### config.mk
export PLATFORM = sky130hd
export DESIGN_NAME = divu_param
export DESIGN_NICKNAME = d
export VERILOG_FILES = /design/src/rtl/divu_param.sv
export SDC_FILE = /design/constraint.sdc
export NUM_CORES = 1
export LEC_CHECK = 0
export CAP_MARGIN = 40
export CORE_UTILIZATION = 60
export CTS_CLUSTER_SIZE = 28
export DETAILED_ROUTE_END_ITERATION = 10
export PLACE_DENSITY_LB_ADDON = 0.25
export SYNTH_ARGS = -nofsm -noshare
export SYNTH_HDL_FRONTEND = slang
export SYNTH_SLANG_ARGS = --single-unit
### constraint.sdc
create_clock -name CLK -period 10.2 [get_ports CLK]
set_input_delay 1.53 -clock CLK [delete_from_list [all_inputs] [get_ports CLK]]
set_output_delay 1.53 -clock CLK [all_outputs]
set_load 0.02 [all_outputs]
### src/rtl/divu_param.sv
`default_nettype none
// ============================================================================
// Module      : divu_param
// Description : Bus-mapped divide unit. Performs 2W/W or W/W division, signed
//               or unsigned, one quotient bit per CE_R step (non-restoring).
//               Detects quotient-range overflow and saturates, raises overflow
//               and completion interrupts, and stalls bus accesses while busy.
// Revision    : 1.0 - initial release
// ============================================================================
module divu_param #(
    parameter int          W    = 32,
    parameter logic [31:0] BASE = 32'hFFFFFF00
) (
    input  logic        CLK,
    input  logic        RST,
    input  logic        CE_R,
    input  logic        CE_F,
    input  logic        RES_N,
    input  logic [31:0] IBUS_A,
    input  logic [31:0] IBUS_DI,
    input  logic [3:0]  IBUS_BA,
    input  logic        IBUS_WE,
    input  logic        IBUS_REQ,
    output logic [31:0] IBUS_DO,
    output logic        IBUS_BUSY,
    output logic        IBUS_ACT,
    output logic        IRQ,
    output logic [7:0]  VEC
);

    localparam logic [2:0] c_st_idle = 3'd0;
    localparam logic [2:0] c_st_load = 3'd1;
    localparam logic [2:0] c_st_iter = 3'd2;
    localparam logic [2:0] c_st_fix  = 3'd3;
    localparam logic [2:0] c_st_wb   = 3'd4;

    localparam int              c_cw   = $clog2(W + 1);
    localparam logic [c_cw-1:0] c_last = c_cw'(W - 1);
    localparam logic [W-1:0]    c_smax = {1'b0, {(W-1){1'b1}}};
    localparam logic [W-1:0]    c_smin = {1'b1, {(W-1){1'b0}}};

    // Architectural registers
    logic [W-1:0]    r_dvsr, r_dvdnth, r_dvdntl;
    logic [15:0]     r_vcrdiv;
    logic            r_ovf, r_ovfie, r_uns, r_done, r_doneie, r_bsy;
    // Divider datapath state
    logic [2:0]      r_state;
    logic [c_cw-1:0] r_cnt;
    logic [W+1:0]    r_rem;          // signed partial remainder with carry bits
    logic [W-1:0]    r_quo;          // dividend low half shifting into quotient
    logic [W-1:0]    r_dsr;          // divisor magnitude
    logic            r_qneg, r_rneg, r_xovf;
    logic [31:0]     r_do;

    // Narrow registers read back widened according to the current mode
    function automatic logic [31:0] f_ext(input logic [W-1:0] v, input logic uns);
        logic [31:0] r;
        r        = {32{~uns & v[W-1]}};
        r[W-1:0] = v;
        return r;
    endfunction

    logic [31:0]  w_off, w_rdata, w_wdata;
    logic [W-1:0] w_wdw;
    logic [2:0]   w_idx;
    logic         w_act, w_sel, w_acc, w_wr, w_start, w_reset;

    assign w_off   = IBUS_A - BASE;
    assign w_act   = (w_off < 32'h18);
    assign w_sel   = w_act & IBUS_REQ;
    assign w_idx   = w_off[4:2];
    assign w_acc   = w_sel & ~r_bsy;
    assign w_wr    = w_acc & IBUS_WE;
    assign w_start = w_wr & ((w_idx == 3'd1) | (w_idx == 3'd5));
    assign w_reset = RST | (CE_R & ~RES_N);
    assign w_wdw   = w_wdata[W-1:0];

    // Register read multiplexer
    always_comb begin
        w_rdata = 32'd0;
        case (w_idx)
            3'd0:    w_rdata = f_ext(r_dvsr, r_uns);
            3'd1:    w_rdata = f_ext(r_dvdntl, r_uns);
            3'd2:    w_rdata = {26'd0, r_bsy, r_doneie, r_done, r_uns, r_ovfie, r_ovf};
            3'd3:    w_rdata = {16'd0, r_vcrdiv};
            3'd4:    w_rdata = f_ext(r_dvdnth, r_uns);
            3'd5:    w_rdata = f_ext(r_dvdntl, r_uns);
            default: w_rdata = 32'd0;
        endcase
    end

    // Byte-enable merge: disabled lanes keep the register's current contents
    always_comb begin
        w_wdata = w_rdata;
        for (int i = 0; i < 4; i++) begin
            if (IBUS_BA[i]) w_wdata[8*i +: 8] = IBUS_DI[8*i +: 8];
        end
    end

    // LOAD-stage magnitudes, signs and overflow precheck
    logic [2*W-1:0] w_dvd, w_dmag;
    logic [W-1:0]   w_vmag;
    logic           w_dneg, w_vneg, w_pre;

    assign w_dvd  = {r_dvdnth, r_dvdntl};
    assign w_dneg = ~r_uns & r_dvdnth[W-1];
    assign w_vneg = ~r_uns & r_dvsr[W-1];
    assign w_dmag = w_dneg ? -w_dvd : w_dvd;
    assign w_vmag = w_vneg ? -r_dvsr : r_dvsr;
    assign w_pre  = (r_dvsr == '0) | (w_dmag[2*W-1:W] >= w_vmag);

    // ITER: shift in next dividend bit, then subtract or add per remainder sign
    logic [W+1:0] w_shift, w_dext, w_next;
    assign w_dext  = {2'b00, r_dsr};
    assign w_shift = {r_rem[W:0], r_quo[W-1]};
    assign w_next  = r_rem[W+1] ? (w_shift + w_dext) : (w_shift - w_dext);

    // FIX: restore a negative final remainder, apply signs, check signed range
    logic [W+1:0] w_rfix;
    logic [W-1:0] w_rmag, w_rsgn, w_qsgn;
    logic         w_rovf;
    assign w_rfix = r_rem[W+1] ? (r_rem + w_dext) : r_rem;
    assign w_rmag = w_rfix[W-1:0];
    assign w_rsgn = r_rneg ? -w_rmag : w_rmag;
    assign w_qsgn = r_qneg ? -r_quo : r_quo;
    assign w_rovf = ~r_uns & ((~r_qneg & r_quo[W-1]) | (r_qneg & (r_quo > c_smin)));

    // Register file, bus writes and divider sequencing; write-back overrides bus
    always_ff @(posedge CLK) begin
        if (w_reset) begin
            r_dvsr   <= '0;
            r_dvdnth <= '0;
            r_dvdntl <= '0;
            r_vcrdiv <= '0;
            r_ovf    <= 1'b0;
            r_ovfie  <= 1'b0;
            r_uns    <= 1'b0;
            r_done   <= 1'b0;
            r_doneie <= 1'b0;
            r_bsy    <= 1'b0;
            r_state  <= c_st_idle;
            r_cnt    <= '0;
            r_rem    <= '0;
            r_quo    <= '0;
            r_dsr    <= '0;
            r_qneg   <= 1'b0;
            r_rneg   <= 1'b0;
            r_xovf   <= 1'b0;
        end else if (CE_R) begin
            if (w_wr) begin
                case (w_idx)
                    3'd0: r_dvsr <= w_wdw;
                    3'd1: begin
                        r_dvdntl <= w_wdw;
                        r_dvdnth <= {W{~r_uns & w_wdw[W-1]}};
                    end
                    3'd2: begin
                        r_ovf    <= r_ovf & w_wdata[0];
                        r_ovfie  <= w_wdata[1];
                        r_uns    <= w_wdata[2];
                        r_done   <= r_done & w_wdata[3];
                        r_doneie <= w_wdata[4];
                    end
                    3'd3: r_vcrdiv <= w_wdata[15:0];
                    3'd4: r_dvdnth <= w_wdw;
                    3'd5: r_dvdntl <= w_wdw;
                    default: ;
                endcase
            end

            case (r_state)
                c_st_idle: begin
                    if (w_start) begin
                        r_state <= c_st_load;
                        r_bsy   <= 1'b1;
                    end
                end
                c_st_load: begin
                    r_rem  <= {2'b00, w_dmag[2*W-1:W]};
                    r_quo  <= w_dmag[W-1:0];
                    r_dsr  <= w_vmag;
                    r_qneg <= w_dneg ^ w_vneg;
                    r_rneg <= w_dneg;
                    r_xovf <= w_pre;
                    r_cnt  <= '0;
                    r_state <= w_pre ? c_st_wb : c_st_iter;
                end
                c_st_iter: begin
                    r_rem <= w_next;
                    r_quo <= {r_quo[W-2:0], ~w_next[W+1]};
                    r_cnt <= r_cnt + c_cw'(1);
                    if (r_cnt == c_last) r_state <= c_st_fix;
                end
                c_st_fix: begin
                    r_rem   <= {2'b00, w_rsgn};
                    r_quo   <= w_qsgn;
                    r_xovf  <= w_rovf;
                    r_state <= c_st_wb;
                end
                c_st_wb: begin
                    if (r_xovf) begin
                        r_ovf    <= 1'b1;
                        r_dvdnth <= '0;
                        r_dvdntl <= r_uns ? {W{1'b1}} : (r_qneg ? c_smin : c_smax);
                    end else begin
                        r_dvdntl <= r_quo;
                        r_dvdnth <= r_rem[W-1:0];
                    end
                    r_done  <= 1'b1;
                    r_bsy   <= 1'b0;
                    r_state <= c_st_idle;
                end
                default: r_state <= c_st_idle;
            endcase
        end
    end

    // Read data captured on the falling-phase enable
    always_ff @(posedge CLK) begin
        if (w_reset)   r_do <= 32'd0;
        else if (CE_F) r_do <= w_sel ? w_rdata : 32'd0;
    end

    assign IBUS_DO   = w_sel ? r_do : 32'd0;
    assign IBUS_BUSY = w_sel & r_bsy;
    assign IBUS_ACT  = w_act;
    assign IRQ       = (r_ovf & r_ovfie) | (r_done & r_doneie);
    assign VEC       = r_vcrdiv[7:0];

endmodule
`default_nettype wire

# --- Yosys cells after proc, flatten, opt, wreduce, memory -nomap -nowiden ---
# Index checks and enable logic that the tools add are counted.
# W data, S select, Z words.
word_totals:
  reg_bits: 260
  inputBits: 75
  output_inout_bits: 43
  word_cells: 136
classes:
  addsub: 9
  n_lt_le_gt_ge: 3
  n_eq_ne: 13
  muxes: 40
  bitwise: 27
  n_reduce_logical: 25
ops:
  columns: ["op", "count"]
  rows:
  - ["$mux W32", 15]
  - ["$pmux W32 S5", 1]
  - ["$pmux W34 S3", 1]
  - ["$neg A32 Y32", 3]
  - ["$pmux W32 S3", 1]
  - ["$mux W64", 1]
  - ["$neg A64 Y64", 1]
  - ["$pmux W32 S2", 1]
  - ["$add A34 B32 Y34", 1]
  - ["$mux W34", 1]
  - ["$sub A34 B32 Y34", 1]
  - ["$add A32 B32 Y32", 1]
  - ["$ge A32 B32 Y1", 1]
  - ["$gt A32 B32 Y1 const B", 1]
  - ["$logic_not A32 Y1", 1]
  - ["$lt A32 B5 Y1 const B", 1]
  - ["$mux W8", 4]
  - ["$sub A32 B32 Y32 const B", 1]
  - ["$reduce_and A3 Y1", 9]
  - ["$and A1 B1 Y1", 16]
  - ["$eq A3 B2 Y1 const B", 4]
  - ["$pmux W3 S4", 1]
  - ["$pmux W6 S2", 1]
  - ["$reduce_bool A2 Y1", 6]
  - ["15 further kinds", 43]

# --- Depth between registers and ports, before layout ---
# Gate-level depths: netlist (run 1).
logic_depth:
  depth_word: 10
  ltp_mapped: 22
  ltp_nobuf: 20

# --- Worst setup path before layout (run 1) ---
# Ideal clock, no wire load.
synth_timing:
  path_type: "input to output"
  startpoint: "in IBUS_A[29]"
  endpoint: "out IBUS_BUSY"
  arrival_time_ns: 3.848
  t_required_ns: 8.670
  setup_slack_ns: 4.822
  stages: 8
  n_path_buf: 2
  cell_sequence: "nor2_1 -> nor2_1 -> or4_1 -> or4_1 -> nor3b_1 -> clkbuf_1 -> clkbuf_1 -> and2_1"
synth_via:
  elab_chain_len: 4
synth_lines:
  columns: ["item", "line_no", "rtl"]
  rows:
  - ["start: declaration", "19", "input logic [31:0] IBUS_A,"]
  - ["$sub A32 B32 Y32", "68", "assign w_off = IBUS_A - BASE;"]
  - ["$lt A32 B5 Y1", "69", "assign w_act = (w_off < 32'h18);"]
  - ["$and A1 B1 Y1", "70", "assign w_sel = w_act & IBUS_REQ;"]
  - ["$and A1 B1 Y1", "225", "assign IBUS_BUSY = w_sel & r_bsy;"]
  - ["end: declaration", "25", "output logic IBUS_BUSY,"]
# Every way passes these cells.

# --- Worst setup path in the final report (run 1) ---
layout_timing:
  startpoint: "in IBUS_A[29]"
  endpoint: "out IBUS_DO[27]"
layout_via:
  elab_chain_len: 4
layout_lines:
  columns: ["item", "line_no", "rtl"]
  rows:
  - ["$sub A32 B32 Y32", "68", null]
  - ["$lt A32 B5 Y1", "69", null]
  - ["$and A1 B1 Y1", "70", null]
  - ["$mux W32", "224", "assign IBUS_DO = w_sel ? r_do : 32'd0;"]
  - ["end: declaration", "24", "output logic [31:0] IBUS_DO,"]
# Every way passes these cells.

==> results of run 1 <==
[metrics by stage]
stage	utilization [%]	instance area [um^2]	setup WS (ps)	hold slack, ps	cells
5_1_grt	68.24	23630	3413	482.4	3356
3_5_place_dp	65.27	22600	3586	453.7	3303
2_1_floorplan	-	21210	4822	441.1	2895
6_report	68.24	23630	3519	465.6	3356
3_3_place_gp	64.88	22470	3635	450.4	3295
4_1_cts	68.21	23620	3582	465.6	3354
[metal layers]
metal | vias up | global-route usage (%) | wire, um
met2 | 1308 | 62.63 | 32370
met5 | - | 0 | 0
met1 | 10693 | 53.34 | 29740
li1 | 10619 | - | -
met3 | 206 | 4.888 | 7489
met4 | 0 | 17.09 | 2898
[cell usage in the layout, fill, tap and decap left out, drive strengths merged, types with 25 or more instances in the layout]
master and instances:
a211oi 75, a21o 38, a21oi 342, a22oi 53
a31oi 58, and2 43, buf 51, clkbuf 39
clkdlybuf4s50 112, dfxtp 260, ha 102, inv 72
mux2i 73, nand2 190, nand2b 61, nand3 80
nand4 33, nor2 299, nor3 76, nor4 25
o211ai 35, o21ai 225, o31ai 28, or3 36
xnor2 97, xor2 90
[power breakdown]
| group | total, uW | switching [uW] | internal [uW] |
|---|---|---|---|
| clock network | 1130 | 448 | 687 |
| registers | 1020 | 0.000000440 | 1020 |
| logic | 118 | 71.2 | 46.9 |
[cell type report]
class / instances / share of cell area (%)
clock inverter: 13 / 0.8313
tap: 455 / 2.409
clock buffer: 38 / 3.468
inverter: 75 / 1.191
timing repair buffer: 164 / 6.661
sequential: 260 / 22.04
multi-input combinational: 2351 / 63.40
[worst register-to-register path, cell delays in order, from the launching register on]
cell and delay [ps]:
dfxtp_1 390, or4_1 580, nor3_1 410, and2_1 380, nand4_1 310, or2_2 510, or3_1 440, o21ai_0 340
xnor2_1 180, ha_1 310, nand4_1 150, nor4_1 670, a221oi_1 190, o21ai_0 110, a221o_1 190, a31oi_1 140
o22ai_1 240, nor2_1 70, a211oi_1 220
[logic make-up after synthesis]
logic type | after synthesis
multiplexers | 92
AO/OA/AOI/OAI | 1024
adder cells (fa/ha/maj) | 104
XOR/XNOR | 187
AND/OR/NAND/NOR | 944
buffers and inverters | 284
flip-flops | 260
[state kept, by name, indices dropped and copies added, names as in the netlist, 3 cells and up]
| name | count |
|---|---|
| r_rem | 34 |
| r_quo | 32 |
| r_dsr | 32 |
| r_do | 32 |
| r_dvdntl | 32 |
| r_dvdnth | 32 |
| r_state | 3 |
| r_cnt | 6 |
| r_dvsr | 32 |
| r_vcrdiv | 16 |
[worst min-delay path by stage]
stage	to	depth (start not counted)	from
global route	r_do[9]	2	r_do[9]
CTS	r_do[2]	2	r_do[2]
global placement	r_rem[33]	1	r_rem[33]
detailed placement	r_do[26]	2	r_do[26]
finish	r_do[2]	2	r_do[2]
floorplan	r_do[10]	2	r_do[10]
==> metrics.txt, run 1 <==
status finished, final reports clean; Via density 6.802; PD cells 95.96 nW/um^2; Syn-to-layout area delta 11.38%; Synth Area in Simple Gates 21.79%; Die Area 36,110 um^2; Post-Synth Adder-Cell Area 6.205%; Tot GR Track Use 39.38%; n_diodes 0; share of cells above drive strength 1 5.619%; Net Count, Synth 3,074; CP Data Required Time 8670 ps; detailed placement HPWL 52,470 um; Post-Route Setup TNS 0 ps; worst reg2reg path startpoint r_dvdntl[6]; CP endpoint kind output port; Post-synth top flop dfxtp_1; Gate Count Post-Synth 2,895; core region area 34,630 um^2; area of the multi-input gates 14,980 um^2; Hold WC Path Type flip-flop to flip-flop; worst-path fanout max 63; register area share after synthesis 24.54%; Peak VDD IR 0.1242 mV; Critical Path Stages 9; initial antenna violation count 0; Hold Buf Count CTS 0; number of synthesized flops with an enable pin 0; gpl congestion 0.9541; Buffers on Ports 115; WP buf/inv 3; via count 22.83k; YS warnings 0; Setup Buffers After CTS 0; Final Hold Fails 0; Rows 68; # setup viols final 0; clock sinks 260; minimum clock period 6681 ps; H-tree levels 1; Crit Path Category input port to output port; Starting Density 61.26%; Reg clk slew, reported paths 60 ps; post-synthesis cell area 21,210 um^2; synth cell count leaders 342 x a21oi_1, 299 x nor2_1, 260 x dfxtp_1; register bit total from synthesis 260; Yosys top cell area share 24.54%; Root Driver clkbuf_16; drt drc 0; crit-path leading delay family simple AND/OR/NAND/NOR gates; I/O pin count 118; fillers 2,940; Detail Route Antenna Nets 0; Unique masters post-synth 79; Synth Area in XOR/XNOR 7.720%; largest area contributor in the netlist dfxtp_1; mux cell area share after synthesis 4.453%; Post-Route WL 72,490 um; Pins Over Slew Limit 0; Num CTS Buffers 28; part of the cycle the worst path needs 65.50%; end of the critical path IBUS_DO[27]; critical path, cell by cell clkdlybuf4s50_1 -> nor2_1 -> nor2_1 -> or4_1 -> or4_1 -> nor3b_2 -> buf_4 -> and2_1 -> clkdlybuf4s50_1; slowest stage delay, CP 600 ps; Layout Nets 3,059; post-DR wirelength/cell 21.60 um; Max Clock Skew 15.64 ps; die height 190.0 um; CTS tree done; CP startpoint kind input port; 1st-pass router iterations 6; total power draw 2268 uW; GRT overflow 0; cell with the most instances after synthesis a21oi_1; Async SR Flop Fraction 0%; Reg area 5207 um^2; synth top area cells dfxtp_1 25%, a21oi_1 8.1%, ha_1 6.0%, nor2_1 5.3%, o21ai_0 5.3%; MaxCap Viol Count 0; Iter 0 DRT Violations 2,548; crit path DAT 5150 ps; static leakage 0.009023 uW; CP max stage cell clkdlybuf4s50_1; R2R Path End r_xovf; CTS Buffer Depth 3; clk_lat worst skew 570 ps; slew of the pin with the lowest slew margin 962.7 ps; chip width 190.0 um; RSZ-0062 raised after global routing no; first-pass GRT wire length 115,000 um; main combinational cell family by area after synthesis compound AO/OA/AOI/OAI gates; Resized Gates After CTS 0; largest net degree at the start of global routing 92; post-synthesis compound-gate area fraction 30.11%; CP startpoint IBUS_A[29]; FMAX 149.7 MHz; Worst slew margin 35.82%; Avg Cell Area, Syn 7.328 um^2; setup slack, reg-to-reg 4310 ps; vias in the first global route 21.34k; worst-case reg-to-reg path depth 18
(Power assumes the default switching activity.)
==> run 2: changes to the inputs <==
==> constraint.sdc (replaced) <==
create_clock -name CLK -period 6.4 [get_ports CLK]
set_input_delay 0.96 -clock CLK [delete_from_list [all_inputs] [get_ports CLK]]
set_output_delay 0.96 -clock CLK [all_outputs]
set_load 0.02 [all_outputs]
==> run 2 against run 1 <==
Against the previous run:
- design area about the same
- routed wire length decreased by 0.17%
- sequential share of layout area about the same
- setup slack got worse by 3000 ps
- clock power increased by 57%
- largest cell class unchanged
==> metrics.txt, run 2 (synthesized netlist as in run 1, its figures left out) <==
Rows 68 (unchanged); Comb power frac 5.2% (about the same); share of cells above drive strength 1 5.619% (unchanged); Clock power frac 49.6% (-0.4 points); Peak VDD IR 0.2094 mV (+69%); RSZ-0062 raised after global routing no; fillers 2,848 (-3.1%); worst-path fanout max 7 (-89%); MaxCap Viol Count 0 (unchanged); Worst slew margin 37.99% (+2.2 points); setup slack, reg-to-reg 560 ps (-3750 ps); Buffers on Ports 115 (unchanged); Setup Buffers After CTS 0 (unchanged); Reg clk slew, reported paths 70 ps (about the same); crit path DAT 6290 ps (+1140 ps); hold path cells 2 (unchanged); post-DR wirelength/cell 21.56 um (-0.17%); largest net degree at the start of global routing 86 (-6.5%); 1st-pass router iterations 6 (unchanged); CP startpoint kind flip-flop; Hold WC Path Type flip-flop to flip-flop; Hold Buf Count CTS 0 (unchanged); Inst Count DP 3,304 (+0.030%); static leakage 0.008995 uW (-0.31%); Detail Route Antenna Nets 0 (unchanged); FMAX 171.4 MHz; Resized Gates After CTS 0 (unchanged); worst reg2reg path startpoint r_dvdntl[6]; PD cells 151.3 nW/um^2 (+58%); vias in the first global route 21.54k (+0.92%); Hold Path Origin r_do[28]; CP Data Required Time 6850 ps (-1820 ps); core region area 34,630 um^2 (unchanged); clk_lat worst skew 570 ps (about the same); detailed placement HPWL 52,910 um (+0.83%); Post-Route WL 72,370 um (-0.17%); Core Util, Final 68.21% (about the same); Iter 0 DRT Violations 2,544 (-0.16%); CTS tree done; H-tree levels 1 (unchanged); gpl congestion 0.9742 (+2.1%); Max Clock Skew 27.79 ps (+12.15 ps); non-filler cells, final 3,356 (unchanged); WHS Endpoint r_do[28]; Syn-to-layout area delta 11.34% (about the same); Num CTS Buffers 28 (unchanged); max reg flops 34 (unchanged); CP endpoint kind flip-flop; Sw Ratio 23.55% (+0.67 points); initial antenna violation count 0 (unchanged); status finished, final reports clean; total power draw 3573 uW (+58%); n_diodes 0 (unchanged); slew of the pin with the lowest slew margin 921.6 ps (-41.06 ps); # setup viols final 0 (unchanged); via count 22.84k (+0.061%); Starting Density 61.26% (unchanged); WHS 464.8 ps (-0.8660 ps); Tot GR Track Use 39.09% (-0.29 points); first-pass GRT wire length 114,700 um (-0.20%); Post-Route Setup TNS 0 ps (unchanged); chip width 190.0 um (unchanged); worst-case reg-to-reg path depth 18 (unchanged); most frequent cells in the layout 339 x a21oi_1, 293 x nor2_1, 258 x dfxtp_1, 223 x o21ai_0, 190 x nand2_1; minimum clock period 5835 ps; Layout Nets 3,058 (-0.033%); Die Area 36,110 um^2 (unchanged); GRT overflow 0 (unchanged); Root Driver clkbuf_16; R2R Path End r_xovf; commonest non-fill, non-tap cell in the layout a21oi_1; I/O pin count 118 (unchanged); die height 190.0 um (unchanged); CTS Buffer Depth 3 (unchanged); Final Hold Fails 0 (unchanged); Power Internal 2731 uW (+56%); switching power 841.4 uW (+62%); drt drc 0 (unchanged); clock sinks 260 (unchanged); Crit Path Category flip-flop to flip-flop; Seq pwr share 45.3% (+0.5 points); Via density 6.806 (about the same); part of the cycle the worst path needs 91.18%; Biggest register r_rem; Pins Over Slew Limit 0 (unchanged)
==> run 2: cell count changes in the layout (fill, tap and decap cells not counted), moves of 2 or more <==
cell        delta
clkinv_2       -2
clkbuf_8       -2
inv_6          +2
clkinvlp_4     +4
buf_12         +3
==> run 2: worst max-delay path by stage <==
stage                startpoint   endpoint  slack, ps  cells past startpoint
finish              r_dvdntl[6]     r_xovf        560                     18
CTS                 r_dvdntl[2]     r_xovf        800                     18
global route        r_dvdntl[6]     r_xovf        390                     18
floorplan             r_rem[33]  r_rem[31]       1410                     21
detailed placement  r_dvdntl[2]     r_xovf        920                     18
global placement    r_dvdntl[6]     r_xovf       1010                     18
==> run 2: metrics by stage <==
step / instance area [um^2] / setup slack [ps]
after floorplan: 21210 / 1412
after global placement: 22490 / 1006
after detailed placement: 22620 / 916.8
after CTS: 23620 / 800.3
after global routing: 23620 / 386.6
final: 23620 / 564.7
==> run 2: critical path: stages (launching register included) <==
cell and delay [ps]:
dfxtp_1 380, or4_1 570, nor3_1 420, and2_1 290, nand4_1 320, or2_2 530
or3_1 420, o21ai_0 360, xnor2_1 160, ha_1 300, nand4_1 150, nor4_1 640
a221oi_1 210, o21ai_0 120, a221o_1 180, a31oi_1 120, o22ai_1 250, nor2_1 70
a211oi_1 250
==> run 2: metal layers <==
layer	GRT usage (%)	wire length (um)	vias to the layer above
met5	0	0	-
met4	15.11	2606	0
met3	6.014	7667	210
met2	63.38	32700	1271
met1	51.94	29400	10740
li1	-	-	10619
==> run 2: final cells by class <==
type / instances / area [um^2] / area share, %
clock inverters: 16 / 211.5 / 0.8952
well taps: 455 / 569.3 / 2.410
inverters: 75 / 281.5 / 1.192
flip-flops and latches: 260 / 5207 / 22.05
multi-input cells: 2351 / 14980 / 63.42
clock buffers: 36 / 792.0 / 3.353
repair buffers: 163 / 1578 / 6.680
==> run 2: power by group through the flow <==
stage               clock (uW)  sequential (uW)  combinational [uW]
floorplan                    0             1650                96.3
global placement             0             1650                 173
detailed placement           0             1650                 178
CTS                       1770             1620                 179
global route              1830             1620                 193
finish                    1770             1620                 184
